$ cat src/rtl/video_timing_gen_pkg.sv
// Shared video timing definitions: coordinate width, default 640x480@60 timing
// and the line/frame region decode used by the timing generator and pattern sources.
package video_timing_gen_pkg;

    localparam int COORD_W = 12;

    typedef logic [COORD_W-1:0] coord_t;

    localparam int DEF_H_ACTIVE = 640;
    localparam int DEF_H_FP     = 16;
    localparam int DEF_H_SYNC   = 96;
    localparam int DEF_H_BP     = 48;
    localparam int DEF_V_ACTIVE = 480;
    localparam int DEF_V_FP     = 10;
    localparam int DEF_V_SYNC   = 2;
    localparam int DEF_V_BP     = 33;

    typedef enum logic [1:0] {
        REG_ACTIVE,
        REG_FP,
        REG_SYNC,
        REG_BP
    } region_e;

    // Regions follow each other as active, front porch, sync, back porch.
    function automatic region_e regionOf(
        input coord_t cnt,
        input int     active,
        input int     fp,
        input int     sync
    );
        int c;
        c = int'(cnt);
        if (c < active) begin
            return REG_ACTIVE;
        end else if (c < active + fp) begin
            return REG_FP;
        end else if (c < active + fp + sync) begin
            return REG_SYNC;
        end else begin
            return REG_BP;
        end
    endfunction

endpackage

$ cat src/rtl/video_timing_gen.sv
// Raster timing generator: free-running pixel/line counters with a registered
// decode of sync, display enable, active-area coordinates and start pulses.
module video_timing_gen
    import video_timing_gen_pkg::*;
#(
    parameter int H_ACTIVE = DEF_H_ACTIVE,
    parameter int H_FP     = DEF_H_FP,
    parameter int H_SYNC   = DEF_H_SYNC,
    parameter int H_BP     = DEF_H_BP,
    parameter int V_ACTIVE = DEF_V_ACTIVE,
    parameter int V_FP     = DEF_V_FP,
    parameter int V_SYNC   = DEF_V_SYNC,
    parameter int V_BP     = DEF_V_BP,
    parameter bit HS_POL   = 1'b0,
    parameter bit VS_POL   = 1'b0
) (
    input  logic               clk_pix,
    input  logic               rst_n,
    output logic               hsync_o,
    output logic               vsync_o,
    output logic               de_o,
    output logic [COORD_W-1:0] x_o,
    output logic [COORD_W-1:0] y_o,
    output logic               frame_start_o,
    output logic               line_start_o
);

    localparam int     H_TOTAL = H_ACTIVE + H_FP + H_SYNC + H_BP;
    localparam int     V_TOTAL = V_ACTIVE + V_FP + V_SYNC + V_BP;
    localparam coord_t H_LAST  = coord_t'(H_TOTAL - 1);
    localparam coord_t V_LAST  = coord_t'(V_TOTAL - 1);

    coord_t  r_hCnt;
    coord_t  r_vCnt;
    logic    w_hWrap;
    logic    w_vWrap;
    region_e w_hRegion;
    region_e w_vRegion;
    logic    w_de;

    assign w_hWrap   = (r_hCnt == H_LAST);
    assign w_vWrap   = (r_vCnt == V_LAST);
    assign w_hRegion = regionOf(r_hCnt, H_ACTIVE, H_FP, H_SYNC);
    assign w_vRegion = regionOf(r_vCnt, V_ACTIVE, V_FP, V_SYNC);
    assign w_de      = (w_hRegion == REG_ACTIVE) && (w_vRegion == REG_ACTIVE);

    // Every output is decoded from the counters' current value and registered,
    // so all outputs lag the counters by one cycle and stay mutually aligned.
    always_ff @(posedge clk_pix or negedge rst_n) begin
        if (!rst_n) begin
            r_hCnt       <= '0;
            hsync_o      <= ~HS_POL;
            line_start_o <= 1'b0;
        end else begin
            r_hCnt       <= w_hWrap ? '0 : r_hCnt + coord_t'(1);
            hsync_o      <= (w_hRegion == REG_SYNC) ? HS_POL : ~HS_POL;
            line_start_o <= (r_hCnt == '0);
        end
    end

    always_ff @(posedge clk_pix or negedge rst_n) begin
        if (!rst_n) begin
            r_vCnt  <= '0;
            vsync_o <= ~VS_POL;
        end else begin
            if (w_hWrap) begin
                r_vCnt <= w_vWrap ? '0 : r_vCnt + coord_t'(1);
            end
            vsync_o <= (w_vRegion == REG_SYNC) ? VS_POL : ~VS_POL;
        end
    end

    // Coordinates are forced to zero outside the active area.
    always_ff @(posedge clk_pix or negedge rst_n) begin
        if (!rst_n) begin
            de_o          <= 1'b0;
            x_o           <= '0;
            y_o           <= '0;
            frame_start_o <= 1'b0;
        end else begin
            de_o          <= w_de;
            x_o           <= w_de ? r_hCnt : '0;
            y_o           <= w_de ? r_vCnt : '0;
            frame_start_o <= (r_hCnt == '0) && (r_vCnt == '0);
        end
    end

endmodule

$ cat config.mk
export PLATFORM = sky130hd
export DESIGN_NAME = video_timing_gen
export DESIGN_NICKNAME = d
export VERILOG_FILES = /design/src/rtl/video_timing_gen_pkg.sv /design/src/rtl/video_timing_gen.sv
export SDC_FILE = /design/constraint.sdc
export NUM_CORES = 1
export LEC_CHECK = 0
export BUFFER_PORTS_ARGS = -buffer_cell sky130_fd_sc_hd__buf_2
export CORE_ASPECT_RATIO = 1.25
export CORE_MARGIN = 2
export CORE_UTILIZATION = 38
export CTS_CLUSTER_SIZE = 25
export DETAILED_ROUTE_END_ITERATION = 10
export HOLD_SLACK_MARGIN = 0.02
export SYNTH_ARGS = -nofsm -noshare
export SYNTH_HDL_FRONTEND = slang
export SYNTH_SLANG_ARGS = --single-unit
$ cat constraint.sdc
create_clock -name clk_pix -period 1.7 [get_ports clk_pix]
set_input_delay 0.085 -clock clk_pix [delete_from_list [all_inputs] [get_ports clk_pix]]
set_output_delay 0.085 -clock clk_pix [all_outputs]
set_load 0.05 [all_outputs]
Word level (Yosys, flattened, before mapping):

Index checks and enable logic that the tools add are counted.

* register bits: 53
* latch bits: 0
* bits in writable memories: 0
* memory bits (read-only): 0
* input port bits: 2
* output and inout bits: 29
* logic and storage cells: 39
* memories kept: 0

* $add $sub $neg: 2
* $mul: 0
* div/mod/pow operators: 0
* magnitude comparators: 6
* equal/unequal tests: 4
* shift operators: 0
* mux-type cells: 12
* bitwise logic cells: 0
* reduce and logical (&&, ||, !) cells: 6

Operators by type and width (count)
* two-way mux 12 bit: 4
* < comparator 12 x 10 -> 1 bit (second input constant): 3
* < comparator 12 x 9 -> 1 bit (second input constant): 3
* adder 12 x 1 -> 12 bit (second input constant): 2
* == test 12 x 10 -> 1 bit (second input constant): 2
* zero test 12 bit: 2
* two-way mux 2 bit: 4
* == test 2 bit (second input constant): 2
* zero test 2 bit: 2
* two-way mux 1 bit: 4
* logical AND 1 bit: 2

Longest topological paths before layout:

* depth in word-level cells: 7
* depth in mapped cells: 6
* mapped depth without buffers: 6

Least setup slack after synthesis:

No wires, ideal clock.

* kind: register to register
* from: register r_hCnt[0]
* to: register r_vCnt[2]
* setup time: 0.130 ns
* data arrival time: 1.371 ns
* data required time: 1.570 ns
* setup slack: 0.199 ns
* stages on the path, launching flop included: 7
* buffers on the path: 1
* period minus slack after synthesis: 1.501 ns
* cell sequence: dfrtp_1 > ha_1 > and3_1 > and4_2 > buf_2 > a21oi_1 > a31oi_1

* longest elaborated chain between the ends: 1

Ends and longest elaborated chain
* from (decl): RTL line video_timing_gen.sv:33 `coord_t r_hCnt;`
* from (signal assigned): RTL line video_timing_gen.sv:55 `r_hCnt <= w_hWrap ? '0 : r_hCnt + coord_t'(1);`
* == test 12 x 10 -> 1 bit: RTL line video_timing_gen.sv:41 `assign w_hWrap = (r_hCnt == H_LAST);`
* to (signal assigned): RTL line video_timing_gen.sv:67 `r_vCnt <= w_vWrap ? '0 : r_vCnt + coord_t'(1);`
* to (decl): RTL line video_timing_gen.sv:34 `coord_t r_vCnt;`

No other way between the ends.
A chain may end at the register's enable or synchronous reset.

Final worst setup path:

* from: register r_hCnt[1]
* to: register r_vCnt[11]

The elaborated chain is that of the path after synthesis.

==> flow_metrics.env <==
export IMPL_grt_usage_pct=14.9
export IMPL_endpoints_failing_hold=0
export IMPL_regToRegEndpoint="r_vCnt[11]"
export IMPL_remaining_global_route_overflow=0
export IMPL_layout_cells_most_common_list="sky130_fd_sc_hd__dfrtp_1, sky130_fd_sc_hd__buf_2, sky130_fd_sc_hd__buf_4, sky130_fd_sc_hd__nand2_1, sky130_fd_sc_hd__and2_1"
export IMPL_layout_area_overhead_vs_synth_pct=24.1
export IMPL_run_status="complete, no violations"
export IMPL_synthAdderAreaFrac_pct=2.29
export IMPL_first_pass_grt_wire_length_um=7190
export IMPL_combinational_family_with_the_most_area_after_synthesis="simple AND/OR/NAND/NOR gates"
export IMPL_grt_start_max_net_pins=54
export IMPL_route_final_wire_length_um=4430
export IMPL_num_vias=1568
export IMPL_synth_xor_area_share_pct=5.21
export IMPL_drt_antenna_violating_nets=0
export IMPL_n_antenna_cell=0
export IMPL_cts_buffer_depth=2
export IMPL_buffer_ports_inserted=30
export IMPL_ir_drop_v=0.000332
export IMPL_place_gp_congestion=0.840
export IMPL_cts_clk_slew_worst_paths_ps=100
export IMPL_reg2reg_setup_slack_ps=70
export IMPL_yosys_area_share_simple_pct=23.8
export IMPL_cts_num_sinks=53
export IMPL_die_height_um=88.8
export IMPL_drv_max_cap_violation_count=0
export IMPL_layout_cells_most_common="sky130_fd_sc_hd__dfrtp_1"
export IMPL_holdCritPathClass="in2async"
export IMPL_ys_types=35
export IMPL_postLayoutCellArea_mm2=0.00271
export IMPL_fp_dieArea_mm2=0.00638
export IMPL_critical_path_arrival_ps=1870
export IMPL_drv_slew=0
export IMPL_period_minus_slack_ps=1630
export IMPL_fin_skew_ps=7.91
export IMPL_finalNetCount=257
export IMPL_slew_at_the_pin_closest_to_its_max_slew_limit_ps=643
export IMPL_syn_area_mm2=0.00219
export IMPL_first_pass_iters=4
export IMPL_timing_critical_path_slowest_cell_delay_ps=390
export IMPL_post_synthesis_mux_area_share_pct=0.458
export IMPL_finalCritPeriodShare_pct=95.8
export IMPL_worst_path_max_delay_cell="sky130_fd_sc_hd__dfrtp_1"
export IMPL_avgRoutedWirePerCell_um=14.0
export IMPL_required_ps=1940
export IMPL_p_per_area_mw_per_mm2=807
export IMPL_power_mw=2.19
export IMPL_crit_reg2reg_launch="r_hCnt[1]"
export IMPL_avgSynthCellArea_um2=11.5
export IMPL_fin_worst_hold_slack_ps=417
export IMPL_worstSetupPathType="reg2reg"
export IMPL_route_detailed_drc=0
export IMPL_cp_start_kind="flip-flop"
export IMPL_setup_repair_after_global_routing_missed_its_margin="true"
export IMPL_rows=30
export IMPL_post_route_cells_drive_above_1_share_pct=29.8
export IMPL_detailedRoute_firstIterationViolations=51
export IMPL_number_of_vias_per_cell_after_detailed_routing=4.96
export IMPL_tritoncts="yes"
export IMPL_htree_levels=2
export IMPL_leak_pwr_nw=1.40
export IMPL_cp_max_fo=9
export IMPL_final_setup_tns_ps=0
export IMPL_synth_compound_area_share_pct=3.84
export IMPL_grt_pass1_vias=1504
export IMPL_yosys_warnings=0
export IMPL_dp_final_hpwl_um=3270
export IMPL_antenna_violations_before_repair=0
export IMPL_reg2reg_depth=6
export IMPL_tritoncts_num_buffers=5
export IMPL_placeableCoreArea_mm2=0.00548
export IMPL_start_util_pct=39.9
export IMPL_fin_ws_ps=71.6
export IMPL_relSlewSlack_pct=57.1
export IMPL_worst_skew_pair_late_latency_ps=320
export IMPL_top_level_ports=31
export IMPL_dp_slack_ps=96.4
export IMPL_end_kind="flip-flop"
export IMPL_worstPathCellList="ha_1 -> and3_4 -> nand4_1 -> buf_6 -> nor4_4 -> xor2_1"
export IMPL_clock_root_buffer="sky130_fd_sc_hd__clkbuf_8"
export IMPL_synth_ff_latch_count=53
export IMPL_setup_violations=0
export IMPL_dieWidth_um=71.8
export IMPL_max_fclk_mhz=614
export IMPL_synth_seq_area_share_pct=60.8
export IMPL_area_after_dpl_mm2=0.00257
export IMPL_syn_instance_count=190
[final cells by class]
type / instances / area [um^2]
fillers: 517 / 2770
clock buffers: 5 / 68.8
clock inverters: 3 / 43.8
multi-input cells: 126 / 802
inverters: 8 / 30.0
flip-flops and latches: 53 / 1330
repair buffers: 57 / 359
well taps: 64 / 80.1
[sequential cells by signal, summed over array words and instances, names as in the netlist]
register / flops
r_hCnt: 12
r_vCnt: 12
x_o: 12
y_o: 12
de_o: 1
frame_start_o: 1
hsync_o: 1
line_start_o: 1
vsync_o: 1
[what timing repair did]
item,CTS,global route
hold endpoints to repair,51,0
buffers inserted,0,1
hold buffers,1,0
setup endpoints to repair,0,4
resized for setup,0,2
[cells by family (layout without fill, tap and decap cells)]
| logic type | after synthesis | after routing |
|---|---|---|
| simple gates | 88 | 88 |
| flops | 53 | 53 |
| compound gates | 15 | 15 |
| buf+inv | 15 | 73 |
| xor+xnor | 13 | 13 |
| fa+ha+maj | 4 | 4 |
| other cells | 1 | 5 |
| mux | 1 | 1 |
[metal layers]
metal  part of all wire [%]  global-route usage (%)
met5                      0                       0
met3                    3.2                    3.42
met4                    1.9                    6.35
met2                     53                    26.3
met1                     42                    17.3
[cell usage after synthesis, drive strengths merged]
cell	instances	area (um^2)
conb	1	3.75
nand2b	2	12.5
o31a	1	8.76
a31oi	2	12.5
inv	8	30.0
nor4	12	105
mux2i	1	10.0
o31ai	1	7.51
and2	13	82.6
buf	5	37.5
nor2b	2	12.5
ha	4	50.1
nor3b	1	7.51
nand4	6	37.5
nand2	16	60.1
xor2	8	70.1
clkbuf	2	7.51
a21oi	2	10.0
dfstp	2	52.6
dfrtp	51	1280
or4	1	7.51
nor2	9	33.8
and3	7	45.1
and4	3	28.8
nor3	6	30.0
o21ai	9	45.0
xnor2	5	43.8
nand3	9	50.1
or3	1	7.51
[critical path: cells and delay by family (launching register included)]
family / cells / cell delay [ps]
buf+inv: 1 / 200
xor+xnor: 1 / 160
flops: 1 / 390
simple gates: 3 / 620
fa+ha+maj: 1 / 180
[where the power goes]
group          internal [mW]  switching, mW
clock network          0.441          0.423
logic                0.00795         0.0486
registers               1.27        0.00135
total                   1.72          0.473
[worst max path at each step]
stage                    start    endpoint  slack, ps  cells after the start
floorplan            r_hCnt[0]   r_vCnt[2]        200                      6
global placement    r_hCnt[10]  r_vCnt[11]        130                      5
detailed placement  r_hCnt[10]  r_vCnt[11]        100                      5
CTS                 r_hCnt[10]  r_vCnt[11]         80                      5
global route        r_hCnt[10]  r_vCnt[11]        -40                      5
finish               r_hCnt[1]  r_vCnt[11]         70                      6
[per-stage QoR]
step                      util [%]  cells
after floorplan                  -    194
after global placement        47.0    306
after detailed placement      47.0    306
after CTS                     49.2    315
after global routing          49.5    316
final                         49.5    316
Power figures use the tool's default switching activity.
